**config.mk**
```make
export PLATFORM = sky130hd
export DESIGN_NAME = uart_core
export DESIGN_NICKNAME = d
export VERILOG_FILES = /design/src/rtl/uart_core.sv
export SDC_FILE = /design/constraint.sdc
export NUM_CORES = 1
export LEC_CHECK = 0
export ABC_AREA = 1
export CORE_UTILIZATION = 49
export DETAILED_ROUTE_END_ITERATION = 8
export GPL_ROUTABILITY_DRIVEN = 0
export HOLD_SLACK_MARGIN = 0.1
export PLACE_DENSITY = 0.73
export SLEW_MARGIN = 20
export SYNTH_ARGS = -nofsm -noshare
export SYNTH_HDL_FRONTEND = slang
export SYNTH_SLANG_ARGS = --single-unit
```
**constraint.sdc**
```tcl
create_clock -name clk -period 4.94 [get_ports clk]
set_clock_uncertainty 0.15 [all_clocks]
set_input_delay 1.235 -clock clk [delete_from_list [all_inputs] [get_ports clk]]
set_output_delay 1.235 -clock clk [all_outputs]
set_load 0.005 [all_outputs]
```
**src/rtl/uart_core.sv**
```systemverilog
// Full-duplex UART: synchronised mid-bit-sampling receiver with parity/framing
// checks and break guard, plus an independent frame serializer for transmit.
module uart_core #(
    parameter int unsigned CLK_DIV     = 2604,
    parameter int unsigned DATA_BITS   = 8,
    parameter int unsigned PARITY_EN   = 0,
    parameter int unsigned PARITY_ODD  = 0,
    parameter int unsigned STOP_BITS   = 1,
    parameter int unsigned SYNC_STAGES = 4
) (
    input  logic                 clk,
    input  logic                 rst_n,
    input  logic                 rx,
    input  logic                 tx_vld,
    input  logic [DATA_BITS-1:0] tx_data,
    output logic                 txrdy,
    output logic                 tx,
    output logic                 rx_vld,
    output logic [DATA_BITS-1:0] rx_data,
    output logic                 rx_perr,
    output logic                 rx_ferr,
    output logic                 rx_busy
);

    localparam int unsigned CNT_W = $clog2(CLK_DIV);
    localparam int unsigned BIT_W = 3;
    localparam logic [CNT_W-1:0] CNT_MAX  = CNT_W'(CLK_DIV - 1);
    localparam logic [CNT_W-1:0] CNT_MID  = CNT_W'(CLK_DIV / 2);
    localparam logic [BIT_W-1:0] DATA_LST = BIT_W'(DATA_BITS - 1);
    localparam logic [BIT_W-1:0] STOP_LST = BIT_W'(STOP_BITS - 1);
    localparam logic             PAR_INV  = 1'(PARITY_ODD);

    typedef enum logic [2:0] {
        RX_IDLE, RX_START, RX_DATA, RX_PAR, RX_STOP, RX_BRK
    } rx_state_t;

    typedef enum logic [2:0] {
        TX_IDLE, TX_START, TX_DATA, TX_PAR, TX_STOP
    } tx_state_t;

    // ---------------- receive path ----------------
    logic [SYNC_STAGES-1:0] r_sync;
    logic                   r_rxs_d;
    logic                   w_rxs;
    rx_state_t              r_rx_state;
    rx_state_t              w_rx_nxt;
    logic [CNT_W-1:0]       r_rx_cnt;
    logic [BIT_W-1:0]       r_rx_bit;
    logic [DATA_BITS-1:0]   r_rx_shift;
    logic                   r_rx_perr_acc;
    logic                   w_rx_smp;
    logic                   w_rx_shift_en;
    logic                   w_rx_par_en;
    logic                   w_rx_done;
    logic                   r_rx_vld;
    logic [DATA_BITS-1:0]   r_rx_data;
    logic                   r_rx_perr;
    logic                   r_rx_ferr;
    logic                   r_rx_busy;

    assign w_rxs = r_sync[SYNC_STAGES-1];

    always_ff @(posedge clk or negedge rst_n) begin
        if (!rst_n) begin
            r_sync  <= '1;
            r_rxs_d <= 1'b1;
        end else begin
            r_sync  <= {r_sync[SYNC_STAGES-2:0], rx};
            r_rxs_d <= w_rxs;
        end
    end

    always_ff @(posedge clk or negedge rst_n) begin
        if (!rst_n) r_rx_state <= RX_IDLE;
        else        r_rx_state <= w_rx_nxt;
    end

    // Counter is only resynchronised by the start edge (held at 0 in IDLE).
    assign w_rx_smp = (r_rx_cnt == CNT_MID) &&
                      (r_rx_state != RX_IDLE) && (r_rx_state != RX_BRK);

    always_comb begin
        w_rx_nxt = r_rx_state;
        case (r_rx_state)
            RX_IDLE:  if (r_rxs_d && !w_rxs) w_rx_nxt = RX_START;
            RX_START: if (w_rx_smp) w_rx_nxt = w_rxs ? RX_IDLE : RX_DATA;
            RX_DATA:  if (w_rx_smp && (r_rx_bit == DATA_LST))
                          w_rx_nxt = (PARITY_EN != 0) ? RX_PAR : RX_STOP;
            RX_PAR:   if (w_rx_smp) w_rx_nxt = RX_STOP;
            RX_STOP:  if (w_rx_smp) w_rx_nxt = w_rxs ? RX_IDLE : RX_BRK;
            RX_BRK:   if (w_rxs) w_rx_nxt = RX_IDLE;
            default:  w_rx_nxt = RX_IDLE;
        endcase
    end

    always_comb begin
        w_rx_shift_en = 1'b0;
        w_rx_par_en   = 1'b0;
        w_rx_done     = 1'b0;
        case (r_rx_state)
            RX_DATA: w_rx_shift_en = w_rx_smp;
            RX_PAR:  w_rx_par_en   = w_rx_smp;
            RX_STOP: w_rx_done     = w_rx_smp;
            default: ;
        endcase
    end

    always_ff @(posedge clk or negedge rst_n) begin
        if (!rst_n) begin
            r_rx_cnt      <= '0;
            r_rx_bit      <= '0;
            r_rx_shift    <= '0;
            r_rx_perr_acc <= 1'b0;
        end else begin
            if (r_rx_state == RX_IDLE)  r_rx_cnt <= '0;
            else if (r_rx_cnt == CNT_MAX) r_rx_cnt <= '0;
            else                        r_rx_cnt <= r_rx_cnt + CNT_W'(1);

            if (r_rx_state != RX_DATA) r_rx_bit <= '0;
            else if (w_rx_shift_en)    r_rx_bit <= r_rx_bit + BIT_W'(1);

            if (w_rx_shift_en) r_rx_shift <= {w_rxs, r_rx_shift[DATA_BITS-1:1]};

            if (r_rx_state == RX_IDLE) r_rx_perr_acc <= 1'b0;
            else if (w_rx_par_en)      r_rx_perr_acc <= w_rxs ^ (^r_rx_shift) ^ PAR_INV;
        end
    end

    // Data is delivered even on a framing error; flags are single-cycle pulses.
    always_ff @(posedge clk or negedge rst_n) begin
        if (!rst_n) begin
            r_rx_vld  <= 1'b0;
            r_rx_data <= '0;
            r_rx_perr <= 1'b0;
            r_rx_ferr <= 1'b0;
            r_rx_busy <= 1'b0;
        end else begin
            r_rx_vld  <= w_rx_done;
            r_rx_perr <= w_rx_done & r_rx_perr_acc;
            r_rx_ferr <= w_rx_done & ~w_rxs;
            r_rx_busy <= (w_rx_nxt != RX_IDLE);
            if (w_rx_done) r_rx_data <= r_rx_shift;
        end
    end

    assign rx_vld  = r_rx_vld;
    assign rx_data = r_rx_data;
    assign rx_perr = r_rx_perr;
    assign rx_ferr = r_rx_ferr;
    assign rx_busy = r_rx_busy;

    // ---------------- transmit path ----------------
    tx_state_t            r_tx_state;
    tx_state_t            w_tx_nxt;
    logic [CNT_W-1:0]     r_tx_cnt;
    logic [BIT_W-1:0]     r_tx_bit;
    logic [DATA_BITS-1:0] r_tx_shift;
    logic [DATA_BITS-1:0] w_tx_shift_nxt;
    logic                 r_tx_par;
    logic                 r_tx;
    logic                 r_txrdy;
    logic                 w_tx_acc;
    logic                 w_tx_end;
    logic                 w_tx_bit_nxt;

    assign w_tx_acc = (r_tx_state == TX_IDLE) && tx_vld;
    assign w_tx_end = (r_tx_cnt == CNT_MAX);

    always_ff @(posedge clk or negedge rst_n) begin
        if (!rst_n) r_tx_state <= TX_IDLE;
        else        r_tx_state <= w_tx_nxt;
    end

    always_comb begin
        w_tx_nxt = r_tx_state;
        case (r_tx_state)
            TX_IDLE:  if (w_tx_acc) w_tx_nxt = TX_START;
            TX_START: if (w_tx_end) w_tx_nxt = TX_DATA;
            TX_DATA:  if (w_tx_end && (r_tx_bit == DATA_LST))
                          w_tx_nxt = (PARITY_EN != 0) ? TX_PAR : TX_STOP;
            TX_PAR:   if (w_tx_end) w_tx_nxt = TX_STOP;
            TX_STOP:  if (w_tx_end && (r_tx_bit == STOP_LST)) w_tx_nxt = TX_IDLE;
            default:  w_tx_nxt = TX_IDLE;
        endcase
    end

    // The line level is registered from the next state so tx is glitch-free.
    always_comb begin
        w_tx_shift_nxt = r_tx_shift;
        if (w_tx_acc)
            w_tx_shift_nxt = tx_data;
        else if ((r_tx_state == TX_DATA) && w_tx_end)
            w_tx_shift_nxt = r_tx_shift >> 1;

        w_tx_bit_nxt = 1'b1;
        case (w_tx_nxt)
            TX_START: w_tx_bit_nxt = 1'b0;
            TX_DATA:  w_tx_bit_nxt = w_tx_shift_nxt[0];
            TX_PAR:   w_tx_bit_nxt = r_tx_par;
            default:  w_tx_bit_nxt = 1'b1;
        endcase
    end

    always_ff @(posedge clk or negedge rst_n) begin
        if (!rst_n) begin
            r_tx_cnt   <= '0;
            r_tx_bit   <= '0;
            r_tx_shift <= '0;
            r_tx_par   <= 1'b0;
            r_tx       <= 1'b1;
            r_txrdy    <= 1'b1;
        end else begin
            if (r_tx_state == TX_IDLE) r_tx_cnt <= '0;
            else if (w_tx_end)         r_tx_cnt <= '0;
            else                       r_tx_cnt <= r_tx_cnt + CNT_W'(1);

            if (w_tx_nxt != r_tx_state) r_tx_bit <= '0;
            else if (w_tx_end)          r_tx_bit <= r_tx_bit + BIT_W'(1);

            if (w_tx_acc) r_tx_par <= (^tx_data) ^ PAR_INV;

            r_tx_shift <= w_tx_shift_nxt;
            r_tx       <= w_tx_bit_nxt;
            r_txrdy    <= (w_tx_nxt == TX_IDLE);
        end
    end

    assign tx    = r_tx;
    assign txrdy = r_txrdy;

endmodule

```
**Word-level counts from Yosys, hierarchy flattened**

Index checks and enable logic that the tools add are counted.
W data, S select, Z words.

- Flip-flop bits (word level): 73
- Input port bits: 12
- Output and inout port bits: 14
- Logic and storage cells: 100

- $add $sub $neg: 4
- Eq/ne operators: 20
- Muxes and demuxes: 31
- Bitwise gates (word level): 4
- Reductions and logical operators: 21

Operators with widths:

| operator | count |
|---|---|
| $mux W12 | 4 |
| $mux W3 | 16 |
| $add A12 B1 Y12 const B | 2 |
| $eq A12 B12 Y1 const B | 2 |
| $eq A3 B2 Y1 const B | 6 |
| $pmux W3 S6 | 1 |
| $mux W8 | 2 |
| $reduce_xor A8 Y1 | 2 |
| $eq A3 B3 Y1 const B | 5 |
| $pmux W3 S5 | 1 |
| $eq A12 B11 Y1 const B | 1 |
| $logic_not A3 Y1 | 4 |
| $eq A3 B1 Y1 const B | 3 |
| $logic_and A1 B1 Y1 | 8 |
| $reduce_bool A2 Y1 | 4 |
| $add A3 B1 Y3 const B | 2 |
| $reduce_bool A3 Y1 | 2 |
| $mux W1 | 5 |
| $ne A3 B2 Y1 const B | 1 |
| $ne A3 B3 Y1 | 1 |
| $ne A3 B3 Y1 const B | 1 |
| $pmux W1 S3 | 1 |
| $and A1 B1 Y1 | 2 |
| $mux W2 | 1 |
| 3 further kinds | 3 |

**Depth between registers and ports, before layout**

- Word-level depth: 7
- Gate-level depth with buffers: 12
- Gate-level depth less buffers: 12

**Worst setup path before layout**

OpenSTA, ideal clock, no wires.

- Path kind: input to register
- Start: input port tx_vld
- End: register r_tx_shift[0]
- Data arrival time: 1.739 ns
- Required time: 4.671 ns
- Path slack: 2.932 ns
- Cell stages on the path: 3
- Path through: nand2_2 -> or2_2 -> and2_1

- Longest elaborated chain between the ends: 2

Ends and longest elaborated chain:

| item | line | RTL |
|---|---|---|
| start: declaration | 14 | `input logic tx_vld,` |
| $logic_and A1 B1 Y1 | 166 | `assign w_tx_acc = (r_tx_state == TX_IDLE) && tx_vld;` |
| $mux W8 | 190 | `if (w_tx_acc)` |
| net w_tx_shift_nxt[0] | 158 | `logic [DATA_BITS-1:0] w_tx_shift_nxt;` |
| end signal: assignment | 222 | `r_tx_shift <= w_tx_shift_nxt;` |
| end: declaration | 157 | `logic [DATA_BITS-1:0] r_tx_shift;` |

The timed path passes the listed nets, and every way through them passes these cells.
A chain may end at the register's enable or synchronous reset.

**Worst setup path in the final report**

- Start: register r_txrdy (netlist: txrdy)
- End: output port txrdy

RTL lines:

| item | line | RTL |
|---|---|---|
| start: declaration | 161 | `logic r_txrdy;` |
| start signal: assignment | 224 | `r_txrdy <= (w_tx_nxt == TX_IDLE);` |
| end: declaration | 16 | `output logic txrdy,` |

No word-level cell between the ends.

==> metrics.md <==
| Metric | Value |
|---|---|
| Fraction of registers with async set/reset | 1.00 |
| Yosys warnings | 0 |
| Die area | 7980 µm² |
| Die Y-Extent | 89.4 µm |
| # rows | 31 |
| Syn nets | 460 |
| GRT Total Usage | 0.189 |
| Slew Viols, Final | 0 |
| FF/Latch Area | 1840 µm² |
| Post-synth EDFFs | 0 |
| ANT cells | 0 |
| Largest net degree at the start of global routing | 52 |
| Critical-path cell list | clkdlybuf4s50_1 |
| Commonest cells in the synthesized netlist | nand2_1 (108), dfrtp_1 (66), inv_1 (65), nor2_1 (46), nand3_1 (34) |
| Cts hold-fix bufs | 0 |
| Critical Path AT | 1.37 ns |
| Post-DR wirelength/cell | 11.4 µm |
| DRC | 0 |
| Final instance area | 4250 µm² |
| CTS tree | built |
| Leakage power | 2.05 nW |
| Cts repair resizes | 0 |
| CTS Sinks | 73 |
| RSZ-0062 raised after global routing | false |
| Io pins | 26 |
| Post-DR vias/cell | 4.93 |
| Drt total wl | 6.59 mm |
| Highest achievable clock rate | between 300 and 400 MHz |
| Critical path startpoint category | flop |
| Multi-input gate area | 1600 µm² |
| Max-cap viol count | 0 |
| Initial antenna violation count | 0 |
| CP top delay family | flip-flops |
| Pwr Total | ~1.4 mW |
| Placement-stage cell area | 4080 µm² |
| Total grt overflow | 0 |
| Final-layout fill cell count | 654 |
| Fraction of layout cells with a size suffix above 1 | 0.129 |
| Crit path kind | reg2out |
| Post-route ant nets | 0 |
| Area contributors post-synth | dfrtp_1 (44%), nand2_1 (11%), inv_1 (6.5%) |
| Buf+Inv Stages, Crit Path | 1 |
| Die W | 89.4 µm |
| Top_reg_cell synth | dfrtp_1 |
| Slowest stage cell, crit path | dfstp_2 |
| Slew headroom | 0.586 |
| Clock buffer depth | 2 |
| Mapped Avg Cell Area | approximately 8.5 µm² |
| Register area share after synthesis | 0.491 |
| CTS buffer count | 9 |
| Setup bufs post-CTS | 0 |
| Layout area overhead | 13.6% |
| Drt pass-1 iters | 4 |
| Crit end category | output port |
| Post-synth cell types | 43 |
| Slew @ Worst Pin | 0.621 ns |
| Status | finished clean |
| First-pass GRT wire length | 11.5 mm |
| Port-buffer cells | 25 |
| Root buf cell | clkbuf_8 |
| Clk Latency, worst-skew pair | 0.34 ns |
| Worst Path Max Fanout | 1 |
| CTS clk-pin slew, worst paths | 0.07 ns |
| DP Worst Slack | roughly 2.4 ns |
| VDD IR max | roughly 0.18 mV |
| Non-Filler Instances | approximately 580 |
| Final period util | 0.557 |
| Min Tclk post-route | 2.75 ns |
| Netlist Area Pre-Place | 3740 µm² |
| Fin worst setup slack | 2.19 ns |
| Post-layout nets | 494 |
| Count leader, synth | nand2_1 |
| Final Hold Fails | 0 |
| Yosys top cell by area | dfrtp_1 |
| Power per cell area | 322 nW/µm² |
| Vias in the first global route | 2718 |
| Synth Register Bits | 73 |
| Post-synthesis cell count | 440 |
| Placed insts | between 500 and 600 |
| Detailed placement HPWL | 4.95 mm |
| Core area | ~7300 µm² |
| 1st-iter DRT viols | 146 |
| Final setup viols | 0 |
| Setup TNS | 0 ns |
| Hold Crit Class | reg2reg |
| CP required | 3.56 ns |
| Starting density of the core | 0.510 |
| Vias | about 2.9k |
| Post-synth top area share | 0.442 |
| H-tree levels | 3 |
| CP peak stage delay | 0.54 ns |
per-stage QoR:
step                      utilization  hold slack [ns]
after floorplan                     -            0.195
after global placement          0.556            0.197
after detailed placement        0.556            0.201
after CTS                       0.579            0.201
after global routing            0.579            0.195
final                           0.579            0.205
sequential cells by signal, summed over array words and instances, names as in the netlist:
signal         count
r_rx_cnt          12
r_tx_cnt          12
r_rx_shift         8
r_tx_shift         8
rx_data            8
r_sync             4
r_rx_bit           3
r_rx_state         3
r_tx_bit           3
r_tx_state         3
r_rx_perr_acc      1
r_rxs_d            1
r_tx_par           1
rx_busy            1
rx_ferr            1
rx_perr            1
rx_vld             1
tx                 1
txrdy              1
cells in the final DEF, fill, tap and decap left out, drive strengths merged, types with 2 or more instances in the layout:
master,instances
nand2,116
nand4,5
o21a,2
nor3,9
inv,68
a21oi,7
clkdlybuf4s50,24
nand3,36
nor2,57
clkbuf,14
dfrtp,66
ha,8
clkinv,3
buf,2
xnor2,8
dfstp,7
o211ai,2
o221ai,5
xor2,6
o21ai,22
nor3b,3
routing by layer:
metal	track usage	wire, µm
met5	0	0
met4	0.0548	53
met3	0.0637	232
met2	0.321	3310
met1	0.229	2990
power by group:
part	internal, mW	switching, mW	total (mW)
clock network	0.197	0.201	0.398
registers	0.672	0.0608	0.733
logic	0.0994	0.138	0.238
final timing paths:
check | startpoint | endpoint | slack (ns) | cells past startpoint
hold reg to reg | r_sync[2] | r_sync[3] | 0.20 | 0
setup reg to reg | r_rx_cnt[0] | rx_busy | 2.93 | 12
min in group asynchronous | rst_n | r_rx_cnt[7] | 0.70 | 1
setup / recovery | txrdy | txrdy | 2.19 | 1
max in group asynchronous | rst_n | rx_data[7] | 2.94 | 2
hold / removal | r_sync[2] | r_sync[3] | 0.20 | 0
cell families after synthesis:
| kind of cell | share of synthesized area |
|---|---|
| and+or+nand+nor | 0.292 |
| DFF | 0.491 |
| adders and majority gates | 0.0268 |
| buffers and inverters | 0.0810 |
| xor gates and xnor gates | 0.0328 |
| AOI/OAI and AO/OA | 0.0766 |
layout make-up:
type / instances / area share
flip-flops and latches: 73 / 0.432
multi-input cells: 295 / 0.377
inverters: 69 / 0.0628
repair buffers: 26 / 0.0595
clock buffers: 14 / 0.0360
well taps: 99 / 0.0292
clock inverters: 2 / 0.00324
(Power assumes the default switching activity.)
